--- src/rtl/sump_responder.sv ---
// SUMP/OLS reply generator: serializes ID, metadata and input-snapshot replies
// onto the UART TX byte interface with XON/XOFF flow control and soft reset.
module sump_responder #(
    parameter int unsigned MEM_BYTES  = 24576,
    parameter int unsigned SMPL_RATE  = 200000000,
    parameter int unsigned NUM_PROBES = 32
) (
    input  logic        clk_i,
    input  logic        rst_i,
    input  logic [7:0]  cmd_i,
    input  logic        cmd_stb_i,
    input  logic [31:0] smpl_i,
    output logic [7:0]  tx_data_o,
    output logic        tx_stb_o,
    input  logic        tx_rdy_i,
    output logic        busy_o
);

    localparam logic [7:0] OP_SOFT_RST = 8'h00;
    localparam logic [7:0] OP_ID       = 8'h02;
    localparam logic [7:0] OP_META     = 8'h04;
    localparam logic [7:0] OP_INPUT    = 8'h06;
    localparam logic [7:0] OP_XON      = 8'h11;
    localparam logic [7:0] OP_XOFF     = 8'h13;

    localparam logic [31:0] MEM_W  = 32'(MEM_BYTES);
    localparam logic [31:0] RATE_W = 32'(SMPL_RATE);
    localparam logic [7:0]  NUM_B  = 8'(NUM_PROBES);

    typedef enum logic {
        IDLE,
        SEND
    } state_t;

    typedef enum logic [1:0] {
        R_ID,
        R_INPUT,
        R_META
    } reply_t;

    state_t      state_q, state_d;
    reply_t      kind_q, kind_d;
    logic [4:0]  idx_q, idx_d;
    logic [4:0]  len_q, len_d;
    logic [31:0] snap_q, snap_d;
    logic        xoff_q, xoff_d;
    logic        stb_q, stb_d;
    logic        start;
    logic        soft_rst;
    logic        xfer;
    logic [7:0]  rom_byte;

    always_comb begin
        state_d  = state_q;
        kind_d   = kind_q;
        idx_d    = idx_q;
        len_d    = len_q;
        snap_d   = snap_q;
        xoff_d   = xoff_q;
        stb_d    = stb_q;
        start    = 1'b0;
        soft_rst = cmd_stb_i && (cmd_i == OP_SOFT_RST);
        xfer     = stb_q && tx_rdy_i;

        // Flow-control opcodes are honoured in every state
        if (cmd_stb_i && (cmd_i == OP_XON)) begin
            xoff_d = 1'b0;
        end else if (cmd_stb_i && (cmd_i == OP_XOFF)) begin
            xoff_d = 1'b1;
        end

        unique case (state_q)
            IDLE: begin
                if (cmd_stb_i) begin
                    case (cmd_i)
                        OP_ID: begin
                            start  = 1'b1;
                            kind_d = R_ID;
                            len_d  = 5'd3;
                        end
                        OP_INPUT: begin
                            start  = 1'b1;
                            kind_d = R_INPUT;
                            len_d  = 5'd3;
                            snap_d = smpl_i;
                        end
                        OP_META: begin
                            start  = 1'b1;
                            kind_d = R_META;
                            len_d  = 5'd31;
                        end
                        default: ;
                    endcase
                end
                if (start) begin
                    state_d = SEND;
                    idx_d   = '0;
                    stb_d   = ~xoff_d;
                end
            end
            SEND: begin
                // A pending strobe is never retracted except by soft reset
                if (soft_rst) begin
                    state_d = IDLE;
                    idx_d   = '0;
                    stb_d   = 1'b0;
                end else if (xfer) begin
                    if (idx_q == len_q) begin
                        state_d = IDLE;
                        idx_d   = '0;
                        stb_d   = 1'b0;
                    end else begin
                        idx_d = idx_q + 5'd1;
                        stb_d = ~xoff_d;
                    end
                end else if (!stb_q) begin
                    stb_d = ~xoff_d;
                end
            end
            default: ;
        endcase
    end

    always_comb begin
        rom_byte = '0;
        unique case (kind_q)
            R_ID: begin
                case (idx_q[1:0])
                    2'd0:    rom_byte = 8'h31;
                    2'd1:    rom_byte = 8'h41;
                    2'd2:    rom_byte = 8'h4C;
                    default: rom_byte = 8'h53;
                endcase
            end
            R_INPUT: begin
                case (idx_q[1:0])
                    2'd0:    rom_byte = snap_q[7:0];
                    2'd1:    rom_byte = snap_q[15:8];
                    2'd2:    rom_byte = snap_q[23:16];
                    default: rom_byte = snap_q[31:24];
                endcase
            end
            R_META: begin
                case (idx_q)
                    5'd0:    rom_byte = 8'h01;
                    5'd1:    rom_byte = 8'h4C;
                    5'd2:    rom_byte = 8'h6F;
                    5'd3:    rom_byte = 8'h67;
                    5'd4:    rom_byte = 8'h49;
                    5'd5:    rom_byte = 8'h50;
                    5'd6:    rom_byte = 8'h20;
                    5'd7:    rom_byte = 8'h76;
                    5'd8:    rom_byte = 8'h30;
                    5'd9:    rom_byte = 8'h2E;
                    5'd10:   rom_byte = 8'h31;
                    5'd11:   rom_byte = 8'h00;
                    5'd12:   rom_byte = 8'h02;
                    5'd13:   rom_byte = 8'h30;
                    5'd14:   rom_byte = 8'h2E;
                    5'd15:   rom_byte = 8'h31;
                    5'd16:   rom_byte = 8'h00;
                    5'd17:   rom_byte = 8'h21;
                    5'd18:   rom_byte = MEM_W[31:24];
                    5'd19:   rom_byte = MEM_W[23:16];
                    5'd20:   rom_byte = MEM_W[15:8];
                    5'd21:   rom_byte = MEM_W[7:0];
                    5'd22:   rom_byte = 8'h23;
                    5'd23:   rom_byte = RATE_W[31:24];
                    5'd24:   rom_byte = RATE_W[23:16];
                    5'd25:   rom_byte = RATE_W[15:8];
                    5'd26:   rom_byte = RATE_W[7:0];
                    5'd27:   rom_byte = 8'h40;
                    5'd28:   rom_byte = NUM_B;
                    5'd29:   rom_byte = 8'h41;
                    5'd30:   rom_byte = 8'h02;
                    default: rom_byte = 8'h00;
                endcase
            end
            default: rom_byte = '0;
        endcase
    end

    always_ff @(posedge clk_i) begin
        if (rst_i) begin
            state_q <= IDLE;
            kind_q  <= R_ID;
            idx_q   <= '0;
            len_q   <= '0;
            snap_q  <= '0;
            xoff_q  <= 1'b0;
            stb_q   <= 1'b0;
        end else begin
            state_q <= state_d;
            kind_q  <= kind_d;
            idx_q   <= idx_d;
            len_q   <= len_d;
            snap_q  <= snap_d;
            xoff_q  <= xoff_d;
            stb_q   <= stb_d;
        end
    end

    assign tx_data_o = (state_q == SEND) ? rom_byte : '0;
    assign tx_stb_o  = stb_q;
    assign busy_o    = (state_q == SEND);

endmodule

--- config.mk ---
export PLATFORM = sky130hd
export DESIGN_NAME = sump_responder
export DESIGN_NICKNAME = d
export VERILOG_FILES = /design/src/rtl/sump_responder.sv
export SDC_FILE = /design/constraint.sdc
export NUM_CORES = 1
export LEC_CHECK = 0
export CAP_MARGIN = 20
export CORE_MARGIN = 4
export CORE_UTILIZATION = 56
export CTS_CLUSTER_DIAMETER = 150
export DETAILED_ROUTE_END_ITERATION = 12
export GPL_ROUTABILITY_DRIVEN = 0
export PLACE_DENSITY_LB_ADDON = 0.05
export SYNTH_ARGS = -nofsm -noshare
export SYNTH_HDL_FRONTEND = slang
export SYNTH_SLANG_ARGS = --single-unit
--- constraint.sdc ---
create_clock -name clk_i -period 5.3 [get_ports clk_i]
set_input_delay 1.59 -clock clk_i [delete_from_list [all_inputs] [get_ports clk_i]]
set_output_delay 1.59 -clock clk_i [all_outputs]
set_load 0.05 [all_outputs]
; ---- Word-level counts from Yosys, hierarchy flattened
; Memory sizes are Yosys's and may differ from the RTL's. A register that Yosys moved wholly into a read port is not among the register bits.
; Index checks and enable logic that the tools add are counted.
[op_classes]
addsub = 1
eq_ne = 12
n_mux = 29
n_bitwise = 2
reduce_logical = 15
[ops]
columns = op, n
row1 = 8-bit case mux with 3 select lines, 2
row2 = 5-bit 2-to-1 mux, 6
row3 = 7-bit case mux with 3 select lines, 1
row4 = 5-bit case mux with 2 select lines, 2
row5 = "8-bit by 3-bit == test with 1-bit output, second input constant", 2
row6 = "8-bit by 5-bit == test with 1-bit output, second input constant", 2
row7 = 1-bit 2-to-1 mux, 14
row8 = 3-bit AND reduction, 3
row9 = "8-bit by 2-bit == test with 1-bit output, second input constant", 1
row10 = 8-bit zero test, 1
row11 = 8-bit 2-to-1 mux, 1
row12 = 2-bit case mux with 3 select lines, 1
row13 = "5-bit by 1-bit adder with 5-bit output, second input constant", 1
row14 = 5-bit == test, 1
row15 = "2-bit by 1-bit == test with 1-bit output, second input constant", 2
row16 = "2-bit == test, second input constant", 2
row17 = 1-bit logical AND, 4
row18 = 2-bit zero test, 2
row19 = 1-bit case mux with 2 select lines, 2
row20 = "3-bit by 1-bit inequality test with 1-bit output, second input constant", 1
row21 = 3-bit nonzero test, 1
row22 = 3-bit OR reduction, 1
row23 = "2-bit by 1-bit inequality test with 1-bit output, second input constant", 1
row24 = 1-bit inverter, 2
row25 = other kinds (3), 3
[word_totals]
regBits = 47
mem_bits_ro = 256
input_bits = 44
out_inout_bits = 10
elab_cells = 67
n_memories = 1
[memory_table]
columns = memory, words, word_bits, read_ports, rd_ports_with_merged_regs, write_ports, line_no
row1 = (no name shown), 32, 8, 1, 1, 0, 144  ; case (idx_q)

; ---- Logic depth before layout (Yosys ltp)
[depth]
depth_word = 9
mapped_depth = 12
ltp_nobuf = 10

; ---- Worst setup path before layout
; Ideal clock, no wire load.
[synth_path]
path_kind = register -> output
from = reg idx_q[0]
to = out tx_data_o[2]
arrival_ns = 2.051
t_required_ns = 3.710
setup_slack_ns = 1.659
path_stages_with_launch = 10
n_path_buf = 1
cell_sequence = dfxtp_1 > inv_1 > ha_1 > clkbuf_1 > a222oi_1 > nand2_1 > o211ai_1 > a21oi_1 > a21oi_1 > nor2b_1
[synth_between]
elab_chain_len = 4
elab_cells_between_ends = 7
classes_between = eq/ne: 2 / mux: 4 / reduce/logical: 1
[synth_rtl]
columns = element, line_no
row1 = from (decl), 43  ; logic [4:0] idx_q, idx_d;
row2 = from (signal assigned), 195  ; idx_q <= idx_d;
row3 = "2-bit == test, or another cell as far along", "128, 136"
row4 = 8-bit case mux with 3 select lines or 7-bit case mux with 3 select lines (tied branches), "136, 128"
row5 = 8-bit case mux with 3 select lines *, 126  ; unique case (kind_q)
row6 = 8-bit 2-to-1 mux *, 203  ; assign tx_data_o = (state_q == SEND) ? rom_byte : '0;
row7 = to (decl), 13  ; output logic [7:0] tx_data_o,
; Every way passes the cells marked *; elsewhere a longest branch is shown, timed or not.

; ---- Final worst setup path
[layout_path]
from = reg idx_q[1]
to = out tx_data_o[7]
[layout_between]
elab_chain_len = 4
elab_cells_between_ends = 6
classes_between = eq/ne: 2 / mux: 3 / reduce/logical: 1
[layout_rtl]
columns = element, line_no
row1 = "2-bit == test, or another cell as far along", 136  ; case (idx_q[1:0])
row2 = 8-bit case mux with 3 select lines *, 136
row3 = 8-bit case mux with 3 select lines *, 126
row4 = 8-bit 2-to-1 mux *, 203
; Marked as above.

==> results.yml <==
outcome:
  outcome: "completed"
floorplan:
  dieHeight_um: 80.34
  die-area_mm2: 0.006454
  start_util_pct: 57.74
  num_rows: 26
  die_x_um: 80.34
  io_pins: 54
  coreArea_mm2: 0.005075
timing:
  hold_violations: 0
  finalCritPeriodShare_pct: 86.64
  tns_ns: 0
  timing.hold.ws_ns: 0.4782
  slew_headroom_pct: 38.73
  worstMarginPinSlew_ns: 0.9190
  layout_min_cycle_time_ns: 4.592
  fin_ws_ns: 0.7081
  rsz0062_at_grt: "false"
  finalSetupViolations: 0
  skew_ns: 0.007451
  slew_viol_final: 0
  fmax_mhz: 217.8
synth:
  synth-compound-area-share_pct: 18.74
  syn_nets: 386
  syn_inst: 333
  yosysWarnings: 0
  syn_avg_cell_area_um2: 8.800
  synthArstFlopShare_pct: 0
  synth_xor_area_share_pct: 0.2989
  ys_seq_elements: 52
  synth-edff-count: 0
  yosys-mux-area-fraction_pct: 12.68
  synthDistinctLibCells: 57
  synth_top_family_by_area: "simple AND/OR/NAND/NOR gates"
  synthAdderAreaFrac_pct: 3.843
  synthSimpleGateAreaFrac_pct: 22.33
  synth_area_mm2: 0.002930
  yosysSeqAreaShare_pct: 35.53
  ys.flop_type: "dfxtp_1"
pwr:
  p_per_area_mw_per_mm2: 191.6
  peakVddDrop_uv: 122.2
  leakagePower_nw: 1.208
  fin_total_pwr_uw: 672.6
cts:
  cts_root_buf: "clkbuf_8"
  post_cts_buffers: 0
  clock_path_buffers: 2
  path_clk_slew_ns: 0.10
  cts_tree: "yes"
  cts_max_level: 2
  insertion_delay_ns: 0.30
  cts_buffers: 5
  cts_resized: 0
  holdBufCountCts: 0
  cts_num_sinks: 52
place:
  hpwl_um: 5009
  place_ws_ns: 0.8805
  numPortBuffers: 53
global_route:
  overflow: 0
  grt_use_total_pct: 22.02
  grt_max_degree: 48
  grt_pass1_vias: 2348
  grt_pass1_wl_um: 11270
  antenna_found_initial: 0
finish:
  nFillCells: 456
  antenna_cells: 0
  layout-drive-gt1-share_pct: 8.602
  nets: 424
  area_growth_pct: 19.77
route:
  wl_per_cell_um: 15.44
  drc_errors: 0
  drtIter0Drc: 238
  via_per_inst: 5.853
  dr.pass1.iters: 6
  drtAntennaViolNets: 0
  vias: 2587
  wl_um: 6823
job:
  cap_violations: 0
worst_setup_path:
  max_stage_delay_ns: 0.81
  critPathKind: "reg2out"
  critical_path_required_ns: 3.71
  path_cells: "ha_1 -> inv_1 -> nand2_1 -> o211ai_1 -> o21ai_0 -> and2_1 -> clkdlybuf4s50_1"
  reg2reg_depth: 8
  crit_arrival_ns: 3.00
  worst_setup_path_start_kind: "register"
  crit_slowest_cell: "clkdlybuf4s50_1"
  end_kind: "output pin"
  path_max_fanout: 12
hold_path:
  worstHoldPathCells: 2
  min_path_type: "reg2reg"
## cell usage after synthesis (2+ instances only)
cell | number | area, µm²
o21ai_0 | 11 | 55.05
nand3_1 | 16 | 80.08
nand2_1 | 23 | 86.33
a31oi_1 | 4 | 25.02
nor2b_1 | 3 | 18.77
mux2i_1 | 36 | 360.4
ha_1 | 9 | 112.6
a21o_1 | 2 | 15.01
buf_6 | 5 | 56.30
nand4_1 | 3 | 18.77
a211oi_1 | 2 | 15.01
o22ai_1 | 2 | 12.51
inv_1 | 10 | 37.54
o21ai_1 | 2 | 10.01
buf_2 | 4 | 20.02
and3_1 | 5 | 31.28
nor2_1 | 46 | 172.7
a21oi_1 | 13 | 65.06
nand3_2 | 3 | 30.03
a31oi_4 | 2 | 42.54
a222oi_1 | 7 | 70.07
and3_2 | 2 | 15.01
buf_4 | 3 | 22.52
and2_1 | 6 | 37.54
inv_2 | 3 | 11.26
o221ai_1 | 3 | 26.28
a22oi_1 | 3 | 22.52
o211ai_1 | 3 | 22.52
dfxtp_1 | 52 | 1041
nor3_1 | 8 | 40.04
nand2b_1 | 4 | 25.02
o21bai_1 | 2 | 15.01
a221oi_1 | 2 | 17.52
clkbuf_1 | 11 | 41.29
## power by group
group / leakage [nW] / total [mW] / internal (mW) / switching, mW
sequential: 0.419 / 0.392 / 0.391 / 0.000792
clock: 0.0452 / 0.232 / 0.0964 / 0.136
combinational: 0.744 / 0.0485 / 0.0312 / 0.0174
## critical path: cells and delay by family (launching register included)
kind	cells	cell delay, ns
buffers and inverters	2	1.11
AOI/OAI and AO/OA	2	0.33
DFF	1	0.48
and+or+nand+nor	2	0.31
adders and majority gates	1	0.47
## routing by layer
metal	global-route usage [%]	vias up	share of wire [%]
met5	0	-	0
met4	5.912	0	1.2
met3	3.587	12	6.1
met2	36.84	84	48
met1	29.26	1210	44
li1	-	1281	-
## stage by stage
step                      util (%)  instance area, µm²  std cells
final                        69.16                3510        442
after global routing         69.16                3510        442
after CTS                    69.16                3510        442
after detailed placement     67.31                3416        434
after global placement       67.31                3416        434
after floorplan                  -                2930        333
## area by class of cell
class                           count  area (µm²)  share of cell area [%]
Sequential cell                    52        1041                   29.66
Inverter                           13       48.80                   1.390
Multi-Input combinational cell    244        1698                   48.38
Timing Repair Buffer               55       540.5                   15.40
Tap cell                           70       87.58                   2.496
Clock buffer                        5       68.82                   1.961
Clock inverter                      3       25.02                  0.7130
## cell usage in the layout, fill, tap and decap left out, types with 3 or more instances in the layout
master and instances:
a21oi_1 13, a222oi_1 7, a22oi_1 3, a31oi_1 4, and2_1 6, and3_1 4, and3_2 3, clkbuf_8 5
clkdlybuf4s50_1 52, dfxtp_1 52, ha_1 9, inv_1 10, inv_2 3, mux2i_1 36, nand2_1 23, nand2b_1 4
nand3_1 16, nand3_2 3, nand4_1 3, nor2_1 46, nor2b_1 3, nor3_1 8, o211ai_1 3, o21ai_0 11
o221ai_1 3
## cell families (layout without fill, tap and decap cells)
family | Yosys count | after routing
compound gates | 70 | 70
xor+xnor | 1 | 1
fa+ha+maj | 9 | 9
buf+inv | 37 | 76
flops | 52 | 52
mux | 37 | 37
simple gates | 127 | 127
## path summary, 6_finish.rpt
check / slack, ns / end / start
max: 0.71 / tx_data_o[7] / idx_q[1]
min: 0.48 / len_q[1] / len_q[1]
max reg2reg: 2.24 / register / idx_q[1]
min reg2reg: 0.48 / len_q[1] / len_q[1]
Note: power is estimated with default switching activity, not from simulation.
